[src/rtl/seq_scan_arbiter_pkg.sv]
// Shared types and constants for the round-robin scan arbiter
// and the serial 1011 detector it drives.
package seq_det_pkg;

    typedef enum logic [4:0] {
        IDLE  = 5'b00001,
        CLEAR = 5'b00010,
        SHIFT = 5'b00100,
        DRAIN = 5'b01000,
        DONE  = 5'b10000
    } scan_state_t;

    typedef enum logic [4:0] {
        D_S0   = 5'b00001,
        D_S1   = 5'b00010,
        D_S10  = 5'b00100,
        D_S101 = 5'b01000,
        D_HIT  = 5'b10000
    } det_state_t;

    localparam int DRAIN_CYCLES = 2;
    localparam logic [3:0] PATTERN = 4'b1011;

endpackage

[src/rtl/seq_scan_arbiter_if.sv]
// Requester-side bundle: requests, words, grants and results.
// The arbiter takes the slave view, the requesters the master view.
interface seq_scan_arbiter_if #(
    parameter int N_REQ  = 4,
    parameter int WORD_W = 16
);
    localparam int IDW  = $clog2(N_REQ);
    localparam int CNTW = $clog2(WORD_W) + 1;

    logic [N_REQ-1:0]        req;
    logic [N_REQ*WORD_W-1:0] word_in;
    logic [N_REQ-1:0]        gnt;
    logic                    busy;
    logic                    done;
    logic [IDW-1:0]          done_id;
    logic [CNTW-1:0]         match_cnt;

    modport master (
        output req, word_in,
        input  gnt, busy, done, done_id, match_cnt
    );

    modport slave (
        input  req, word_in,
        output gnt, busy, done, done_id, match_cnt
    );
endinterface

[src/rtl/seq_scan_arbiter_rr.sv]
// Combinational round-robin picker: first set request at or
// after ptr, wrapping modulo N.
module rr_arbiter #(
    parameter int N = 4
) (
    input  logic [N-1:0]         req,
    input  logic [$clog2(N)-1:0] ptr,
    output logic [N-1:0]         grant_onehot,
    output logic [$clog2(N)-1:0] grant_idx,
    output logic                 any
);
    localparam int IW = $clog2(N);
    localparam int JW = IW + 1;

    logic [JW-1:0] w_j;

    always_comb begin
        grant_onehot = '0;
        grant_idx    = '0;
        any          = 1'b0;
        w_j          = '0;
        for (int k = 0; k < N; k++) begin
            w_j = {1'b0, ptr} + JW'(k);
            if (w_j >= JW'(N)) begin
                w_j = w_j - JW'(N);
            end
            if (!any && req[w_j[IW-1:0]]) begin
                any                        = 1'b1;
                grant_idx                  = w_j[IW-1:0];
                grant_onehot[w_j[IW-1:0]] = 1'b1;
            end
        end
    end
endmodule

[src/rtl/seq_scan_arbiter.sv]
// Shares one serial 1011 detector between N_REQ requesters: grant,
// clear detector, shift word MSB-first, count hits, report.
module seq_scan_arbiter
    import seq_det_pkg::*;
#(
    parameter int N_REQ  = 4,
    parameter int WORD_W = 16
) (
    input  logic               clk,
    input  logic               reset,
    seq_scan_arbiter_if.slave  bus,
    output logic               seq_out,
    output logic               det_rst,
    input  logic               detect_in
);
    localparam int IW = $clog2(N_REQ);
    localparam int CW = $clog2(WORD_W) + 1;
    localparam logic [CW-1:0] CMAX     = '1;
    localparam logic [CW-1:0] LAST_BIT = CW'(WORD_W - 1);
    localparam logic [1:0]    LAST_DRN = 2'(DRAIN_CYCLES - 1);
    localparam logic [IW-1:0] LAST_ID  = IW'(N_REQ - 1);

    scan_state_t r_state;
    scan_state_t w_nxt;

    logic [WORD_W-1:0] r_shreg;
    logic [IW-1:0]     r_cur_id;
    logic [IW-1:0]     r_rr_ptr;
    logic [IW-1:0]     r_done_id;
    logic [CW-1:0]     r_cnt;
    logic [CW-1:0]     r_bit_cnt;
    logic [CW-1:0]     r_match_cnt;
    logic [1:0]        r_drn;
    logic [N_REQ-1:0]  r_gnt;

    logic [N_REQ-1:0]  w_onehot;
    logic [IW-1:0]     w_idx;
    logic              w_any;
    logic [CW-1:0]     w_cnt_nxt;
    logic [IW-1:0]     w_ptr_nxt;
    logic [WORD_W-1:0] w_words [N_REQ];

    for (genvar g = 0; g < N_REQ; g++) begin : g_words
        assign w_words[g] = bus.word_in[g*WORD_W +: WORD_W];
    end

    rr_arbiter #(.N(N_REQ)) u_arb (
        .req          (bus.req),
        .ptr          (r_rr_ptr),
        .grant_onehot (w_onehot),
        .grant_idx    (w_idx),
        .any          (w_any)
    );

    assign w_cnt_nxt = (detect_in && (r_cnt != CMAX)) ? r_cnt + CW'(1) : r_cnt;
    assign w_ptr_nxt = (r_cur_id == LAST_ID) ? '0 : r_cur_id + IW'(1);

    assign seq_out       = (r_state == SHIFT) & r_shreg[WORD_W-1];
    assign det_rst       = reset | (r_state == CLEAR);
    assign bus.busy      = (r_state != IDLE);
    assign bus.done      = (r_state == DONE);
    assign bus.gnt       = r_gnt;
    assign bus.done_id   = r_done_id;
    assign bus.match_cnt = r_match_cnt;

    always_ff @(posedge clk) begin
        if (reset) begin
            r_state <= IDLE;
        end else begin
            r_state <= w_nxt;
        end
    end

    always_comb begin
        w_nxt = r_state;
        unique case (r_state)
            IDLE:  if (w_any) w_nxt = CLEAR;
            CLEAR: w_nxt = SHIFT;
            SHIFT: if (r_bit_cnt == LAST_BIT) w_nxt = DRAIN;
            DRAIN: if (r_drn == LAST_DRN) w_nxt = DONE;
            DONE:  w_nxt = IDLE;
            default: w_nxt = IDLE;
        endcase
    end

    // Result registers load on the last drain edge so they are
    // valid during DONE and hold until the next scan completes.
    always_ff @(posedge clk) begin
        if (reset) begin
            r_shreg     <= '0;
            r_cur_id    <= '0;
            r_rr_ptr    <= '0;
            r_done_id   <= '0;
            r_cnt       <= '0;
            r_bit_cnt   <= '0;
            r_match_cnt <= '0;
            r_drn       <= '0;
            r_gnt       <= '0;
        end else begin
            r_gnt <= '0;
            unique case (r_state)
                IDLE: begin
                    if (w_any) begin
                        r_shreg   <= w_words[w_idx];
                        r_cur_id  <= w_idx;
                        r_gnt     <= w_onehot;
                        r_cnt     <= '0;
                        r_bit_cnt <= '0;
                        r_drn     <= '0;
                    end
                end
                SHIFT: begin
                    r_shreg   <= {r_shreg[WORD_W-2:0], 1'b0};
                    r_bit_cnt <= r_bit_cnt + CW'(1);
                    r_cnt     <= w_cnt_nxt;
                end
                DRAIN: begin
                    r_drn <= r_drn + 2'd1;
                    r_cnt <= w_cnt_nxt;
                    if (r_drn == LAST_DRN) begin
                        r_match_cnt <= w_cnt_nxt;
                        r_done_id   <= r_cur_id;
                    end
                end
                DONE:    r_rr_ptr <= w_ptr_nxt;
                default: ;
            endcase
        end
    end
endmodule

[src/flat_wrapper.sv]
// flat-port wrapper written by rule: the top's interface ports become plain ports
module seq_scan_arbiter_flat import seq_det_pkg::*;
#(
    parameter int N_REQ  = 4,
    parameter int WORD_W = 16
)
  (clk, reset, seq_out, det_rst, detect_in, bus_req, bus_word_in, bus_gnt, bus_busy, bus_done, bus_done_id, bus_match_cnt);
  seq_scan_arbiter_if #(.N_REQ(N_REQ), .WORD_W(WORD_W)) bus_i ();
  input  logic clk;
  input  logic reset;
  output logic seq_out;
  output logic det_rst;
  input  logic detect_in;
  input wire logic [$bits(bus_i.req)-1:0] bus_req;
  input wire logic [$bits(bus_i.word_in)-1:0] bus_word_in;
  output wire logic [$bits(bus_i.gnt)-1:0] bus_gnt;
  output wire logic [$bits(bus_i.busy)-1:0] bus_busy;
  output wire logic [$bits(bus_i.done)-1:0] bus_done;
  output wire logic [$bits(bus_i.done_id)-1:0] bus_done_id;
  output wire logic [$bits(bus_i.match_cnt)-1:0] bus_match_cnt;
  assign bus_i.req = bus_req;
  assign bus_i.word_in = bus_word_in;
  assign bus_gnt = bus_i.gnt;
  assign bus_busy = bus_i.busy;
  assign bus_done = bus_i.done;
  assign bus_done_id = bus_i.done_id;
  assign bus_match_cnt = bus_i.match_cnt;
  seq_scan_arbiter #(.N_REQ(N_REQ), .WORD_W(WORD_W)) u_core (.clk(clk), .reset(reset), .bus(bus_i), .seq_out(seq_out), .det_rst(det_rst), .detect_in(detect_in));
endmodule
[config.mk]
export PLATFORM = sky130hd
export DESIGN_NAME = seq_scan_arbiter_flat
export DESIGN_NICKNAME = d
export VERILOG_FILES = /design/src/rtl/seq_scan_arbiter_pkg.sv /design/src/rtl/seq_scan_arbiter_if.sv /design/src/rtl/seq_scan_arbiter_rr.sv /design/src/rtl/seq_scan_arbiter.sv /design/src/flat_wrapper.sv
export SDC_FILE = /design/constraint.sdc
export NUM_CORES = 1
export LEC_CHECK = 0
export CORE_MARGIN = 2
export CORE_UTILIZATION = 54
export DETAILED_ROUTE_END_ITERATION = 7
export GPL_ROUTABILITY_DRIVEN = 0
export HOLD_SLACK_MARGIN = 0.08
export PLACE_DENSITY = 0.86
export SYNTH_ARGS = -nofsm -noshare
export SYNTH_HDL_FRONTEND = slang
export SYNTH_SLANG_ARGS = --single-unit
[constraint.sdc]
create_clock -name clk -period 9.1 [get_ports clk]
set_clock_uncertainty 0.05 [all_clocks]
set_input_delay 1.82 -clock clk [delete_from_list [all_inputs] [get_ports clk]]
set_output_delay 1.82 -clock clk [all_outputs]
set_load 0.03 [all_outputs]
==> summary.md <==
| Metric | Value |
|---|---|
| Tmin final | `5040 ps` |
| H-tree depth | `2` |
| Clock tree sinks | `48` |
| Core Box Area | `0.006314 mm^2` |
| Top cells by count, synth | `nor2_1 (59), dfxtp_1 (48), mux2_2 (24)` |
| Status | `finished clean` |
| CP Cell Sequence | `buf_2, buf_4, a21o_1, clkdlybuf4s50_1` |
| Diode count | `0` |
| Worst rel slew slack | `28.10%` |
| Post-DP HPWL | `6099 um` |
| Resize count post-CTS | `0` |
| Top-count cell post-synth | `nor2_1` |
| Std cell rows | `29` |
| Post-DRT Antenna Nets | `0` |
| CP arrival | `3170 ps` |
| Initial detailed-routing violation count | `191` |
| Largest net degree at the start of global routing | `59` |
| Max Root-Sink Buffers | `2` |
| Top cell type's share of synthesized area | `27.57%` |
| Initial antenna violation count | `0` |
| Crit-path max cell delay | `660 ps` |
| Final setup violation count | `0` |
| Num ports | `86` |
| Mapped cell area | `0.003486 mm^2` |
| Critical path type | `in -> out` |
| Family with the most delay on the worst path | `buffers and inverters` |
| Bufs and invs on worst path | `3` |
| VDD IR max | `0.08596 mV` |
| Slew Viols, Final | `0` |
| Syn avg cell area | `8.693 um^2` |
| Asr flop ratio synth | `0%` |
| Netlist cell types | `58` |
| Number of port buffers | `85` |
| Clk_lat worst skew | `310 ps` |
| Worst hold path type | `reg -> reg` |
| Top FF cell, synth | `dfxtp_1` |
| Final wirelength | `8573 um` |
| Dpl ws | `4048 ps` |
| EDFF count, synth | `0` |
| Overall via count from detail_route | `3345` |
| Yosys Warn Count | `0` |
| Post-Layout Cell Count | `543` |
| Post-synthesis register bit count | `48` |
| Die width | `84.35 um` |
| RSZ-0062 raised after global routing | `false` |
| Fmax | `0.1984 GHz` |
| Die area | `0.007114 mm^2` |
| Total Power | `0.0006013 W` |
| Fin nets | `547` |
| First-pass DRT Iterations | `4` |
| Total Neg Setup Slack | `0 ps` |
| Initial core utilization | `55.21%` |
| Largest area contributor in the netlist | `dfxtp_1` |
| Die Ht | `84.35 um` |
| First-pass GRT wire length | `14350 um` |
| Final worst-path cycle share | `55.39%` |
| Synth-to-Final Area Change | `26.13%` |
| Residual DRC | `0` |
| Syn_nets | `483` |
| Hold_buf cts | `0` |
| PD cells | `136.8 mW/mm^2` |
| CTS buffer count | `5` |
| CP Launch Type | `input port` |
| MaxCap Viol Count | `0` |
| Sequential area share after synthesis | `27.57%` |
| Pleak | `1.540 nW` |
| Vias in the first global route | `3185` |
| GR Util All Layers | `23.97%` |
| Vias per inst | `6.160` |
| CTS Root Cell | `clkbuf_8` |
| Setup WS post-layout | `4060 ps` |
| Clock slew at reported path FFs | `90 ps` |
| CP required | `7230 ps` |
| # Post-CTS Setup Buffers | `0` |
| Maximum net fanout on the critical path | `58` |
| Worst path slowest cell | `clkdlybuf4s50_1` |
| Final hold vios | `0` |
| Overflow after GRT | `0` |
| CTS tree | `built` |
| Placed cell count | `535` |
| Layout cells sized above 1 | `14.81%` |
| Synth Instances | `401` |
| Worst setup EP type | `output port` |
| Wire length per cell | `15.79 um` |
| Synth top area cells | `dfxtp_1 (28%), mux2_2 (7.8%), nor2_1 (6.4%), mux2_4 (4.3%), ha_1 (3.9%)` |
| Worst-Margin Slew | `1074 ps` |
| Final Util | `69.64%` |
[power breakdown]
| part | internal, W | total [W] | switching (W) |
|---|---|---|---|
| logic | 0.0000894 | 0.000191 | 0.000102 |
| registers | 0.000231 | 0.000250 | 0.0000187 |
| clock network | 0.0000828 | 0.000160 | 0.0000774 |
[through the flow]
stage	instance area, um^2	hold slack (ps)
2_1_floorplan	3486	398.8
3_3_place_gp	4282	397.3
3_5_place_dp	4282	399.4
4_1_cts	4397	412.9
5_1_grt	4397	435.7
6_report	4397	408.5
[registers in the layout (all words and copies together) (netlist names)]
name and flops:
u_core.r_drn 2, u_core.r_cur_id 2, u_core.bus.match_cnt 5, u_core.r_state 5, u_core.r_cnt 5, u_core.bus.gnt 4
u_core.bus.done_id 2, u_core.r_shreg 16, u_core.r_rr_ptr 2, u_core.r_bit_cnt 5
[cells in the final DEF (no fill, tap or decap), types with 3 or more instances in the layout]
master,n
nor2_2,6
mux2_2,24
dfxtp_1,48
nor3b_1,4
o211ai_1,16
clkdlybuf4s50_1,84
nand3_2,7
xor2_1,4
a22oi_1,16
and3_1,3
a31oi_1,4
and2_1,3
a221o_1,4
nand3_1,12
a21oi_1,15
a211oi_1,6
mux2i_1,5
inv_1,6
o21ai_0,10
ha_1,11
clkbuf_8,5
nand2_1,21
nor2b_1,6
mux2_4,10
o22a_1,15
nor3_1,6
nor2_1,59
o2111ai_1,15
[area by class of cell]
type | instances | area [um^2]
multi-input cells | 317 | 2341
fillers | 512 | 1917
flip-flops and latches | 48 | 960.9
repair buffers | 87 | 860.8
well taps | 77 | 96.34
clock buffers | 5 | 68.82
clock inverters | 3 | 46.29
inverters | 6 | 22.52
[worst reg2reg max path, cell delays in order (launching register included)]
cell and delay, ps:
dfxtp_1 470, inv_1 160, ha_1 500, mux4_2 640
nor2b_4 240, o21ai_4 190, o21ai_4 350, mux2_2 420
nand3_1 80, o211ai_1 110
[metal layers]
| metal | part of all wire (%) | global-route usage [%] | vias to the layer above |
|---|---|---|---|
| met2 | 49 | 41.49 | 85 |
| met3 | 4.2 | 3.245 | 16 |
| li1 | - | - | 1644 |
| met4 | 1.9 | 8.658 | 0 |
| met1 | 45 | 30.54 | 1600 |
| met5 | 0 | 0 | - |
[worst paths after layout]
check / from / end / slack, ps / depth (start not counted)
min reg2reg: u_core.bus.done_id[0] / u_core.bus.done_id[0] / 410 / 2
max: reset / det_rst / 4060 / 4
min: u_core.bus.done_id[0] / u_core.bus.done_id[0] / 410 / 2
max reg2reg: u_core.r_rr_ptr[1] / u_core.r_shreg[3] / 5770 / 9
[kinds of logic after synthesis]
| kind of cell | after synthesis | share of synthesized area (%) |
|---|---|---|
| buffers and inverters | 36 | 5.276 |
| AND/OR/NAND/NOR | 143 | 21.50 |
| AO/OA/AOI/OAI | 115 | 25.09 |
| multiplexers | 42 | 15.11 |
| XOR/XNOR | 6 | 1.508 |
| flip-flops | 48 | 27.57 |
| adder cells (fa/ha/maj) | 11 | 3.948 |
No activity file was read; power rests on OpenSTA's default activity.
